### src/rtl/mem_port_arbiter_pkg.sv
// Shared encodings for the memory-port arbiter: FSM states, owner IDs and wait-counter width.
package mem_arb_pkg;

   localparam int unsigned CNT_W = 4;

   typedef enum logic [1:0] {
      IDLE   = 2'd0,
      SETUP  = 2'd1,
      ACCESS = 2'd2,
      DONE   = 2'd3
   } arb_state_e;

   typedef enum logic {
      OWN_FETCH = 1'b0,
      OWN_DATA  = 1'b1
   } owner_e;

endpackage

### src/rtl/mem_port_arbiter_if.sv
// Requester handshakes plus SRAM pins; slave = arbiter side, master = requesters and memory.
interface mem_port_arbiter_if #(
   parameter int unsigned ADDR_W = 16,
   parameter int unsigned DATA_W = 16
);
   logic              if_req;
   logic [ADDR_W-1:0] if_addr;
   logic [DATA_W-1:0] if_rdata;
   logic              if_ack;

   logic              d_req;
   logic              d_we;
   logic [ADDR_W-1:0] d_addr;
   logic [DATA_W-1:0] d_wdata;
   logic [DATA_W-1:0] d_rdata;
   logic              d_ack;

   logic [ADDR_W-1:0] mem_addr;
   logic [DATA_W-1:0] mem_wdata;
   logic [DATA_W-1:0] mem_rdata;
   logic              mem_ce;
   logic              mem_oe;
   logic              mem_we;
   logic              busy;

   modport slave (
      input  if_req, if_addr, d_req, d_we, d_addr, d_wdata, mem_rdata,
      output if_rdata, if_ack, d_rdata, d_ack,
             mem_addr, mem_wdata, mem_ce, mem_oe, mem_we, busy
   );

   modport master (
      output if_req, if_addr, d_req, d_we, d_addr, d_wdata, mem_rdata,
      input  if_rdata, if_ack, d_rdata, d_ack,
             mem_addr, mem_wdata, mem_ce, mem_oe, mem_we, busy
   );

endinterface

### src/rtl/mem_port_arbiter_wait_counter.sv
// Load/decrement wait-state counter with a registered zero flag.
module mem_wait_counter
   import mem_arb_pkg::*;
#(
   parameter int unsigned WAIT_CYCLES = 1
) (
   input  logic clk,
   input  logic rst,
   input  logic load_i,
   input  logic dec_i,
   output logic zero_o
);

   localparam logic [CNT_W-1:0] LOAD_VAL = CNT_W'(WAIT_CYCLES - 1);

   logic [CNT_W-1:0] cnt_q, cnt_d;
   logic             zero_q, zero_d;

   always_comb begin
      cnt_d  = cnt_q;
      zero_d = zero_q;
      if (load_i) begin
         cnt_d  = LOAD_VAL;
         zero_d = (LOAD_VAL == '0);
      end else if (dec_i && !zero_q) begin
         cnt_d  = cnt_q - CNT_W'(1);
         zero_d = (cnt_q == CNT_W'(1));
      end
   end

   always_ff @(posedge clk or posedge rst) begin
      if (rst) begin
         cnt_q  <= '0;
         zero_q <= 1'b1;
      end else begin
         cnt_q  <= cnt_d;
         zero_q <= zero_d;
      end
   end

   assign zero_o = zero_q;

endmodule

### src/rtl/mem_port_arbiter.sv
// Round-robin arbiter sharing one SRAM port between instruction fetch and data load/store.
module mem_port_arbiter
   import mem_arb_pkg::*;
#(
   parameter int unsigned ADDR_W      = 16,
   parameter int unsigned DATA_W      = 16,
   parameter int unsigned WAIT_CYCLES = 1
) (
   input logic              clk,
   input logic              rst,
   mem_port_arbiter_if.slave bus
);

   arb_state_e        state_q, state_d;
   owner_e            owner_q, owner_d;
   owner_e            last_q, last_d;
   logic              we_q, we_d;
   logic [ADDR_W-1:0] addr_q, addr_d;
   logic [DATA_W-1:0] wdata_q, wdata_d;
   logic [DATA_W-1:0] if_rd_q, if_rd_d;
   logic [DATA_W-1:0] d_rd_q, d_rd_d;
   logic              ce_q, ce_d;
   logic              oe_q, oe_d;
   logic              mwe_q, mwe_d;
   logic              if_ack_q, if_ack_d;
   logic              d_ack_q, d_ack_d;
   logic              busy_q, busy_d;
   logic              cnt_load_c, cnt_dec_c, cnt_zero;

   mem_wait_counter #(.WAIT_CYCLES(WAIT_CYCLES)) u_wait (
      .clk    (clk),
      .rst    (rst),
      .load_i (cnt_load_c),
      .dec_i  (cnt_dec_c),
      .zero_o (cnt_zero)
   );

   always_ff @(posedge clk or posedge rst) begin
      if (rst) state_q <= IDLE;
      else     state_q <= state_d;
   end

   always_comb begin
      state_d    = state_q;
      owner_d    = owner_q;
      last_d     = last_q;
      we_d       = we_q;
      addr_d     = addr_q;
      wdata_d    = wdata_q;
      if_rd_d    = if_rd_q;
      d_rd_d     = d_rd_q;
      cnt_load_c = 1'b0;
      cnt_dec_c  = 1'b0;

      case (state_q)
         IDLE: begin
            if (bus.if_req || bus.d_req) begin
               // Data wins unless fetch also asks and data had the last grant
               if (bus.d_req && (!bus.if_req || last_q == OWN_FETCH)) begin
                  owner_d = OWN_DATA;
                  we_d    = bus.d_we;
                  addr_d  = bus.d_addr;
                  wdata_d = bus.d_we ? bus.d_wdata : '0;
               end else begin
                  owner_d = OWN_FETCH;
                  we_d    = 1'b0;
                  addr_d  = bus.if_addr;
                  wdata_d = '0;
               end
               last_d  = owner_d;
               state_d = SETUP;
            end
         end
         SETUP: begin
            cnt_load_c = 1'b1;
            state_d    = ACCESS;
         end
         ACCESS: begin
            if (cnt_zero) begin
               state_d = DONE;
               if (!we_q) begin
                  if (owner_q == OWN_DATA) d_rd_d  = bus.mem_rdata;
                  else                     if_rd_d = bus.mem_rdata;
               end
            end else begin
               cnt_dec_c = 1'b1;
            end
         end
         DONE: begin
            state_d = IDLE;
            we_d    = 1'b0;
            addr_d  = '0;
            wdata_d = '0;
         end
         default: state_d = IDLE;
      endcase

      // Pin and ack registers track the state being entered
      ce_d     = (state_d == SETUP) || (state_d == ACCESS);
      oe_d     = (state_d == ACCESS) && !we_d;
      mwe_d    = (state_d == ACCESS) && we_d;
      if_ack_d = (state_d == DONE) && (owner_d == OWN_FETCH);
      d_ack_d  = (state_d == DONE) && (owner_d == OWN_DATA);
      busy_d   = (state_d != IDLE);
   end

   always_ff @(posedge clk or posedge rst) begin
      if (rst) begin
         owner_q  <= OWN_FETCH;
         last_q   <= OWN_FETCH;
         we_q     <= 1'b0;
         addr_q   <= '0;
         wdata_q  <= '0;
         if_rd_q  <= '0;
         d_rd_q   <= '0;
         ce_q     <= 1'b0;
         oe_q     <= 1'b0;
         mwe_q    <= 1'b0;
         if_ack_q <= 1'b0;
         d_ack_q  <= 1'b0;
         busy_q   <= 1'b0;
      end else begin
         owner_q  <= owner_d;
         last_q   <= last_d;
         we_q     <= we_d;
         addr_q   <= addr_d;
         wdata_q  <= wdata_d;
         if_rd_q  <= if_rd_d;
         d_rd_q   <= d_rd_d;
         ce_q     <= ce_d;
         oe_q     <= oe_d;
         mwe_q    <= mwe_d;
         if_ack_q <= if_ack_d;
         d_ack_q  <= d_ack_d;
         busy_q   <= busy_d;
      end
   end

   assign bus.mem_addr  = addr_q;
   assign bus.mem_wdata = wdata_q;
   assign bus.mem_ce    = ce_q;
   assign bus.mem_oe    = oe_q;
   assign bus.mem_we    = mwe_q;
   assign bus.if_rdata  = if_rd_q;
   assign bus.d_rdata   = d_rd_q;
   assign bus.if_ack    = if_ack_q;
   assign bus.d_ack     = d_ack_q;
   assign bus.busy      = busy_q;

endmodule

### src/flat_wrapper.sv
// flat-port wrapper written by rule: the top's interface ports become plain ports
module mem_port_arbiter_flat import mem_arb_pkg::*;
#(
   parameter int unsigned ADDR_W      = 16,
   parameter int unsigned DATA_W      = 16,
   parameter int unsigned WAIT_CYCLES = 1
)
  (clk, rst, bus_if_req, bus_if_addr, bus_d_req, bus_d_we, bus_d_addr, bus_d_wdata, bus_mem_rdata, bus_if_rdata, bus_if_ack, bus_d_rdata, bus_d_ack, bus_mem_addr, bus_mem_wdata, bus_mem_ce, bus_mem_oe, bus_mem_we, bus_busy);
  mem_port_arbiter_if #(.ADDR_W(ADDR_W), .DATA_W(DATA_W)) bus_i ();
  input logic clk;
  input logic rst;
  input wire logic [$bits(bus_i.if_req)-1:0] bus_if_req;
  input wire logic [$bits(bus_i.if_addr)-1:0] bus_if_addr;
  input wire logic [$bits(bus_i.d_req)-1:0] bus_d_req;
  input wire logic [$bits(bus_i.d_we)-1:0] bus_d_we;
  input wire logic [$bits(bus_i.d_addr)-1:0] bus_d_addr;
  input wire logic [$bits(bus_i.d_wdata)-1:0] bus_d_wdata;
  input wire logic [$bits(bus_i.mem_rdata)-1:0] bus_mem_rdata;
  output wire logic [$bits(bus_i.if_rdata)-1:0] bus_if_rdata;
  output wire logic [$bits(bus_i.if_ack)-1:0] bus_if_ack;
  output wire logic [$bits(bus_i.d_rdata)-1:0] bus_d_rdata;
  output wire logic [$bits(bus_i.d_ack)-1:0] bus_d_ack;
  output wire logic [$bits(bus_i.mem_addr)-1:0] bus_mem_addr;
  output wire logic [$bits(bus_i.mem_wdata)-1:0] bus_mem_wdata;
  output wire logic [$bits(bus_i.mem_ce)-1:0] bus_mem_ce;
  output wire logic [$bits(bus_i.mem_oe)-1:0] bus_mem_oe;
  output wire logic [$bits(bus_i.mem_we)-1:0] bus_mem_we;
  output wire logic [$bits(bus_i.busy)-1:0] bus_busy;
  assign bus_i.if_req = bus_if_req;
  assign bus_i.if_addr = bus_if_addr;
  assign bus_i.d_req = bus_d_req;
  assign bus_i.d_we = bus_d_we;
  assign bus_i.d_addr = bus_d_addr;
  assign bus_i.d_wdata = bus_d_wdata;
  assign bus_i.mem_rdata = bus_mem_rdata;
  assign bus_if_rdata = bus_i.if_rdata;
  assign bus_if_ack = bus_i.if_ack;
  assign bus_d_rdata = bus_i.d_rdata;
  assign bus_d_ack = bus_i.d_ack;
  assign bus_mem_addr = bus_i.mem_addr;
  assign bus_mem_wdata = bus_i.mem_wdata;
  assign bus_mem_ce = bus_i.mem_ce;
  assign bus_mem_oe = bus_i.mem_oe;
  assign bus_mem_we = bus_i.mem_we;
  assign bus_busy = bus_i.busy;
  mem_port_arbiter #(.ADDR_W(ADDR_W), .DATA_W(DATA_W), .WAIT_CYCLES(WAIT_CYCLES)) u_core (.clk(clk), .rst(rst), .bus(bus_i));
endmodule
### config.mk
export PLATFORM = sky130hd
export DESIGN_NAME = mem_port_arbiter_flat
export DESIGN_NICKNAME = d
export VERILOG_FILES = /design/src/rtl/mem_port_arbiter_pkg.sv /design/src/rtl/mem_port_arbiter_if.sv /design/src/rtl/mem_port_arbiter_wait_counter.sv /design/src/rtl/mem_port_arbiter.sv /design/src/flat_wrapper.sv
export SDC_FILE = /design/constraint.sdc
export NUM_CORES = 1
export LEC_CHECK = 0
export CELL_PAD_IN_SITES_DETAIL_PLACEMENT = 1
export CELL_PAD_IN_SITES_GLOBAL_PLACEMENT = 2
export CORE_ASPECT_RATIO = 0.6
export CORE_MARGIN = 3
export CORE_UTILIZATION = 29
export DETAILED_ROUTE_END_ITERATION = 7
export PLACE_DENSITY_LB_ADDON = 0.1
export SYNTH_ARGS = -nofsm -noshare
export SYNTH_HDL_FRONTEND = slang
export SYNTH_SLANG_ARGS = --single-unit
### constraint.sdc
create_clock -name clk -period 5.2 [get_ports clk]
set_input_delay 0.52 -clock clk [delete_from_list [all_inputs] [get_ports clk]]
set_output_delay 0.52 -clock clk [all_outputs]
set_load 0.01 [all_outputs]
## Word level (Yosys, flattened, before mapping)

Index checks and enable logic that the tools add are counted.

- Bits in registers: 80
- Word-level logic and storage cells: 72

- Bitwise logic cells: 4
- Equal/unequal tests: 8
- Muxes and demuxes: 23
- Reductions and logical operators: 20
- $add $sub $neg: 1

Operators by type and width:

| cell | count |
|---|---|
| 16-bit 2-to-1 mux | 5 |
| 16-bit one-hot mux with 2 select lines | 2 |
| 1-bit 2-to-1 mux | 10 |
| 2-bit equality test (second input constant) | 4 |
| 4-bit 2-to-1 mux | 2 |
| 2-bit one-hot mux with 4 select lines | 1 |
| 4-bit AND reduction | 2 |
| 1-bit logical AND | 6 |
| 2-bit nonzero test | 3 |
| 2-bit by 1-bit equality test with 1-bit output (second input constant) | 2 |
| 4-bit by 1-bit equality test with 1-bit output (second input constant) | 1 |
| 2-bit 2-to-1 mux | 2 |
| 1-bit inverter | 4 |
| 2-bit AND reduction | 2 |
| 4-bit by 1-bit subtractor with 4-bit output (second input constant) | 1 |
| 1-bit logical NOT | 3 |
| 1-bit logical OR | 3 |
| 2-bit logical NOT | 1 |
| 2-bit by 1-bit != test with 1-bit output (second input constant) | 1 |
| 1-bit one-hot mux with 2 select lines | 1 |

## Longest topological paths before layout

Gate-level depths: netlist of the first run.

- Depth after elaboration: 8
- Mapped depth: 6
- Gate-level depth less buffers: 6

## Cells and area by module

A second synthesis of the first run with hierarchy kept.

- Cell total of the unflattened synthesis: 232
- Area total of the unflattened synthesis: 3253.1 um2

Modules (own cells, without submodules):

| module | cells each | instances | area each (um2) |
|---|---|---|---|
| mem_port_arbiter | 207 | 1 | 2975.4 |
| mem_wait_counter | 25 | 1 | 277.8 |

## Worst setup path after synthesis of the first run

No wires, ideal clock.

- Kind: register -> register
- Start point: register u_core.state_q[0]
- End point: register u_core.if_rd_q[1], in the netlist u_core.bus.if_rdata[1]
- Data arrival time: 1.587 ns
- Slack: 3.489 ns
- Required time: 5.075 ns
- Stages on the path, launching flop included: 7
- Buffers on the path: 2
- Cells stage by stage: dfrtp_1 inv_1 ha_1 and4bb_1 buf_2 buf_6 mux2_2

- Cells in the longest elaborated chain, start to end: 2

RTL lines:

| item | RTL line | text |
|---|---|---|
| start: declaration | mem_port_arbiter.sv:14 | `arb_state_e state_q, state_d;` |
| start signal: assignment | mem_port_arbiter.sv:40 | `else state_q <= state_d;` |
| 2-bit equality test | mem_port_arbiter.sv:55 | `case (state_q)` |
| 4-bit AND reduction (no line) | n/a |  |
| end signal: assignment | mem_port_arbiter.sv:128 | `if_rd_q <= if_rd_d;` |
| end: declaration | mem_port_arbiter.sv:20 | `logic [DATA_W-1:0] if_rd_q, if_rd_d;` |

Every way passes these cells.
A chain may end at the register's enable or synchronous reset.

## Worst setup path in the final report of the first run

- Start point: register u_core.state_q[0]
- End point: register u_core.addr_q[7], in the netlist u_core.bus.mem_addr[7]

- Cells in the longest elaborated chain, start to end: 3
- Elaborated cells on any way between the ends: 6
- Those cells by class: 2 x eq/ne; 1 x mux; 3 x reduce/logical

RTL lines:

| item | RTL line | text |
|---|---|---|
| 2-bit logical NOT / 2-bit equality test (equally long branches) | mem_port_arbiter.sv:55 |  |
| 2-bit by 1-bit != test with 1-bit output (no line) / 2-bit nonzero test (equally long branches) | n/a |  |
| 2-bit AND reduction (no line) | n/a |  |
| end signal: assignment | mem_port_arbiter.sv:126 | `addr_q <= addr_d;` |
| end: declaration | mem_port_arbiter.sv:18 | `logic [ADDR_W-1:0] addr_q, addr_d;` |

Several ways; a longest one is shown, not always the timed one.

==> out/qor.txt, run 1 <==
CP Capture Type - flip-flop
clock tree sinks - 80
Leak Pwr - 2.12 nW
GR Util All Layers - 15.1%
Worst EP arrival - 2710 ps
Post-route DRC - 0
count of boundary I/O pins - 139
slew margin rel. - 11.9%
Top delay family on crit path - compound AO/OA/AOI/OAI gates
setup ws final - 2700 ps
share of layout cells above drive strength 1 - 12.6%
Yosys reg bits - 80
Initial Util - 30.5%
Hold Crit Class - reg -> reg
RSZ-0062 raised after global routing - false
Slowest cell on crit path - ha_1
Avg Cell Area, Syn - 14.3 um2
initial antenna violation count - 1
GPL Wtd Cong - 0.754
Hold Vio Cnt, Final - 0
Post-Place Setup Slack - 2620 ps
Crit Path Max Fanout - 32
P&R area growth vs syn - 53.5%
Final period util - 48.1%
Die Y - 88.8 um
CP Buf/Inv Count - 0
# setup viols final - 0
f_max - 400 MHz
global route overflow - 0
cts repair resizes - 0
crit start category - flip-flop
Core Util, Final - 46.9%
worst path cell trace - ha_1 > nor2_1 > a21o_1 > a221o_1
FFs w/ async S/R, synth - 100%
clk buf depth - 2
DR vias - 2455
Max Cap Viol - 0
setup tns final - 0 ps
routed length per instance - 18.3 um
DR vias/cell - 4.79
largest net degree at the start of global routing - 48
Cell Area, Synth - 0.00331 mm2
H-tree depth - 3
clock skew - 5.55 ps
Clock transition at path regs - 60 ps
fin nets - 445
Antenna Cells - 0
Core ar. - 0.0108 mm2
Period minus WS final - 2500 ps
Unique masters post-synth - 37
CP peak stage delay - 760 ps
status - completed
Iter 0 DRT Violations - 89
clk root buf - clkbuf_16
Skew-Pair Late Insertion Delay - 330 ps
Ys Warns - 0
Met2 Routed Length - 3.89 mm
first-pass GRT wire length - 14.7 mm
setup repair bufs after CTS - 0
Slew @ Worst Pin - 1320 ps
die width - 144 um
EDFF count, synth - 0
DRT Pass-1 Iters - 4
Post-Syn Nets - 308
Pwr Total - 3.01 mW
num rows - 29
vias in the first global route - 2752
hold_buf cts - 0
WL final - 9.39 mm
hold_ws - 490 ps
TritonCTS clock tree - yes
final number of max-transition violations - 0
Power Density - 591 mW/mm2
DRT met1 WL - 4.62 mm
HPWL after detailed placement - 6.66 mm
Top Layer Used - met5
Worst IR Drop VDD - 225 uV
number of buffers created by CTS - 9
Syn Inst Count - 231
routed wl met3 - 799 um
CP Data Required Time - 5410 ps
kind of critical path - reg -> reg
DRT antenna net count - 0
Port Buf Inserts - 138
Synth Flop Type - dfrtp_1
number of fill cells - 1107
DIE AREA - 0.0128 mm2
post-synthesis sequential area ratio - 60.5%
## cells by family (layout without fill, tap and decap cells)
| kind of cell | after synthesis | after routing | share of synthesized area [%] |
|---|---|---|---|
| buf+inv | 20 | 162 | 3.55 |
| fa+ha+maj | 8 | 8 | 3.02 |
| flops | 80 | 80 | 60.5 |
| xor+xnor | 2 | 2 | 0.529 |
| compound gates | 41 | 41 | 11.1 |
| simple gates | 47 | 47 | 10.1 |
| mux | 33 | 33 | 11.2 |
## cell usage in the layout (no fill, tap or decap), drive strengths merged, types with 3 or more instances in the layout
master	netlist	layout
nor3	3	3
nor4b	16	16
nor2	9	9
dfrtp	79	79
clkbuf	1	13
clkdlybuf4s50	0	138
a221o	16	16
nand2	7	7
nor2b	3	3
a22o	16	16
clkinv	0	3
ha	8	8
inv	7	6
mux2	33	33
## worst reg2reg max path: stages, from the launching register on
cell and delay (ps):
dfrtp_1 400, ha_1 760, nor2_1 120, a21o_1 570, a221o_1 520
## routing by layer
| metal | track usage (%) | vias to the layer above |
|---|---|---|
| met5 | 0 | - |
| met4 | 3.59 | 2 |
| met3 | 7.45 | 10 |
| met2 | 21.4 | 86 |
| met1 | 20.6 | 1216 |
| li1 | - | 1141 |
## flip-flops by register name (all words and copies together), names as in the netlist
name / count
u_core.last_q: 1
u_core.we_q: 1
u_core.state_q: 2
u_core.bus.mem_addr: 16
u_core.bus.mem_wdata: 16
u_core.bus.if_ack: 1
u_core.bus.d_rdata: 16
u_core.u_wait.zero_o: 1
u_core.u_wait.cnt_q: 4
u_core.owner_q: 1
u_core.bus.busy: 1
u_core.bus.mem_oe: 1
u_core.bus.mem_ce: 1
u_core.bus.if_rdata: 16
u_core.bus.mem_we: 1
u_core.bus.d_ack: 1
## report_power, final
group	internal (mW)	total (mW)	switching [mW]
clock network	0.397	0.637	0.240
logic	0.738	1.34	0.606
registers	0.886	1.03	0.141
total	2.02	3.01	0.987
## cell type report
cell class	count	area, um2	share of cell area [%]
clock buffer	13	260	5.12
clock inverter	3	40.0	0.787
inverter	7	27.5	0.541
multi-input combinational	131	1190	23.4
sequential	80	2000	39.4
tap	139	174	3.42
timing repair buffer	139	1390	27.3
## through the flow
step                      instances  cell area (um2)
after detailed placement        496             4790
after CTS                       512             5090
after global placement          496             4790
after global routing            512             5090
after floorplan                 231             3310
final                           512             5090
## path summary, 6_finish.rpt
check / slack, ps / endpoint / cells after the start / startpoint
max: 2700 / u_core.bus.mem_addr[7]$_DFFE_PP0P_ / 4 / u_core.state_q[0]$_DFF_PP0_
min: 490 / u_core.bus.if_rdata[9]$_DFFE_PP0P_ / 1 / u_core.bus.if_rdata[9]$_DFFE_PP0P_
max reg2reg: 2700 / u_core.bus.mem_addr[7]$_DFFE_PP0P_ / 4 / u_core.state_q[0]$_DFF_PP0_
min reg2reg: 490 / u_core.bus.if_rdata[9]$_DFFE_PP0P_ / 1 / u_core.bus.if_rdata[9]$_DFFE_PP0P_
max in group asynchronous: 3630 / u_core.bus.if_rdata[7]$_DFFE_PP0P_ / 3 / rst
min in group asynchronous: 560 / u_core.bus.if_rdata[9]$_DFFE_PP0P_ / 2 / rst
## Yosys cell counts, types with 2 or more instances
master	count	area share, %
nor4b_1	16	4.2
nor2_1	9	1.0
buf_6	4	1.4
a311oi_1	2	0.53
mux2_1	9	3.1
a22o_1	16	4.2
a221o_1	16	4.8
mux2_2	24	8.2
nor2b_1	3	0.57
buf_2	7	1.1
dfrtp_1	79	60
nand2_1	6	0.68
nor3_1	2	0.30
ha_1	8	3.0
or2_2	2	0.38
inv_1	7	0.79
No activity file was read; power rests on OpenSTA's default activity.
==> run 2: changes to the inputs <==
--- a/config.mk
+++ b/config.mk
@@ -9,7 +9,7 @@
 export CELL_PAD_IN_SITES_GLOBAL_PLACEMENT = 2
 export CORE_ASPECT_RATIO = 0.6
 export CORE_MARGIN = 3
-export CORE_UTILIZATION = 29
+export CORE_UTILIZATION = 24
 export DETAILED_ROUTE_END_ITERATION = 7
 export PLACE_DENSITY_LB_ADDON = 0.1
 export SYNTH_ARGS = -nofsm -noshare
==> constraint.sdc (replaced) <==
create_clock -name clk -period 2.1 [get_ports clk]
set_input_delay 0.21 -clock clk [delete_from_list [all_inputs] [get_ports clk]]
set_output_delay 0.21 -clock clk [all_outputs]
set_load 0.01 [all_outputs]
==> out/qor.txt, run 2 (synthesis gave the netlist of run 1 again) <==
TritonCTS clock tree - yes
DR vias - 2563
RSZ-0062 raised after global routing - false
DRT Pass-1 Iters - 4
final number of max-transition violations - 0
Die Y - 97.0 um
setup tns final - 0 ps
clock tree sinks - 80
sequential share of power - 33.5%
clk root buf - clkbuf_16
Pwr Total - 7.58 mW
DR vias/cell - 4.63
placed insts - 537
# setup viols final - 0
Core ar. - 0.0132 mm2
Antenna Cells - 0
Core Util, Final - 39.6%
most used cells in the layout excluding fill and tap cells - clkdlybuf4s50_1 (138), dfrtp_1 (79), mux2_2 (24)
DIE AREA - 0.0153 mm2
Post-route DRC - 0
Final period util - 91.5%
Max Cap Viol - 0
clock skew - 10.3 ps
hold_ws - 223 ps
Final Non-Filler Cells - 553
clk buf depth - 2
count of boundary I/O pins - 139
Comb power frac - 46.0%
Worst IR Drop VDD - 475 uV
kind of critical path - reg -> reg
clock share of power - 20.5%
setup repair bufs after CTS - 0
P_int - 5.06 mW
WL final - 9.88 mm
CP Capture Type - flip-flop
routed length per instance - 17.9 um
CP Data Required Time - 2370 ps
DRT antenna net count - 0
fin nets - 455
Hold Crit Class - in -> async
GPL Wtd Cong - 0.727
initial antenna violation count - 1
commonest non-fill, non-tap cell in the layout - clkdlybuf4s50_1
Initial Util - 25.2%
vias in the first global route - 2810
cts repair resizes - 0
Power Density - 1450 mW/mm2
P&R area growth vs syn - 57.5%
Hold Vio Cnt, Final - 0
GR Util All Layers - 13.4%
Port Buf Inserts - 138
Slew @ Worst Pin - 728 ps
status - completed
number of buffers created by CTS - 9
Leak Pwr - 2.17 nW
hold_buf cts - 0
Worst EP arrival - 2190 ps
Skew-Pair Late Insertion Delay - 330 ps
crit start category - flip-flop
global route overflow - 0
slew margin rel. - 51.3%
die width - 158 um
f_max - 520 MHz
num rows - 32
Clock transition at path regs - 60 ps
H-tree depth - 3
Period minus WS final - 1920 ps
HPWL after detailed placement - 7.19 mm
Iter 0 DRT Violations - 57
switching share of power - 33.3%
Psw - 2.52 mW
first-pass GRT wire length - 15.9 mm
largest net degree at the start of global routing - 50
Crit Path Max Fanout - 16
share of layout cells above drive strength 1 - 14.9%
## run 2: power groups by stage
stage / combinational (mW) / sequential [mW] / clock [mW]
5_1_grt: 3.80 / 2.64 / 1.68
3_3_place_gp: 3.52 / 2.56 / 0
2_1_floorplan: 1.46 / 2.81 / 0
6_report: 3.49 / 2.54 / 1.56
4_1_cts: 3.57 / 2.55 / 1.61
3_5_place_dp: 3.56 / 2.56 / 0
## run 2: stage by stage
step	area [um2]	worst slack (ps)
2_1_floorplan	3320	389
3_3_place_gp	4930	230
3_5_place_dp	4930	184
4_1_cts	5220	178
5_1_grt	5220	5.48
6_report	5220	179
## run 2: worst max-delay path, stage by stage, from the launching register on
cell     delay (ps)
dfrtp_1         410
inv_1           150
ha_1            270
nand2_2         140
nor3_4          630
a221o_1         260
## run 2: worst paths after layout
kind / from / cells past startpoint / slack [ps] / endpoint
max: u_core.state_q[0]$_DFF_PP0_ / 5 / 180 / u_core.bus.mem_addr[12]$_DFFE_PP0P_
min: rst / 2 / 220 / u_core.bus.if_rdata[4]$_DFFE_PP0P_
max reg2reg: u_core.state_q[0]$_DFF_PP0_ / 5 / 180 / u_core.bus.mem_addr[12]$_DFFE_PP0P_
min reg2reg: u_core.bus.if_rdata[0]$_DFFE_PP0P_ / 1 / 490 / u_core.bus.if_rdata[0]$_DFFE_PP0P_
max in group asynchronous: rst / 3 / 1260 / u_core.u_wait.zero_o$_DFFE_PP1P_
min in group clk: bus_d_wdata[3] / 2 / 470 / u_core.bus.mem_wdata[3]$_DFFE_PP0P_
## run 2: final cells by class
cell class | instances | area [um2]
repair buffers | 149 | 1490
clock buffers | 11 | 233
inverters | 7 | 30.0
well taps | 170 | 213
flip-flops and latches | 80 | 2000
fillers | 1350 | 7960
clock inverters | 5 | 57.6
multi-input cells | 131 | 1190
## run 2: metal layers
layer	share of wire, %	routed length [um]	up-vias	global-route usage, %
met5	0.091	9	-	0
met4	0.43	42	2	2.67
met3	10	985	6	7.11
met2	42	4140	96	18.3
met1	48	4700	1301	18.8
li1	-	-	1158	-
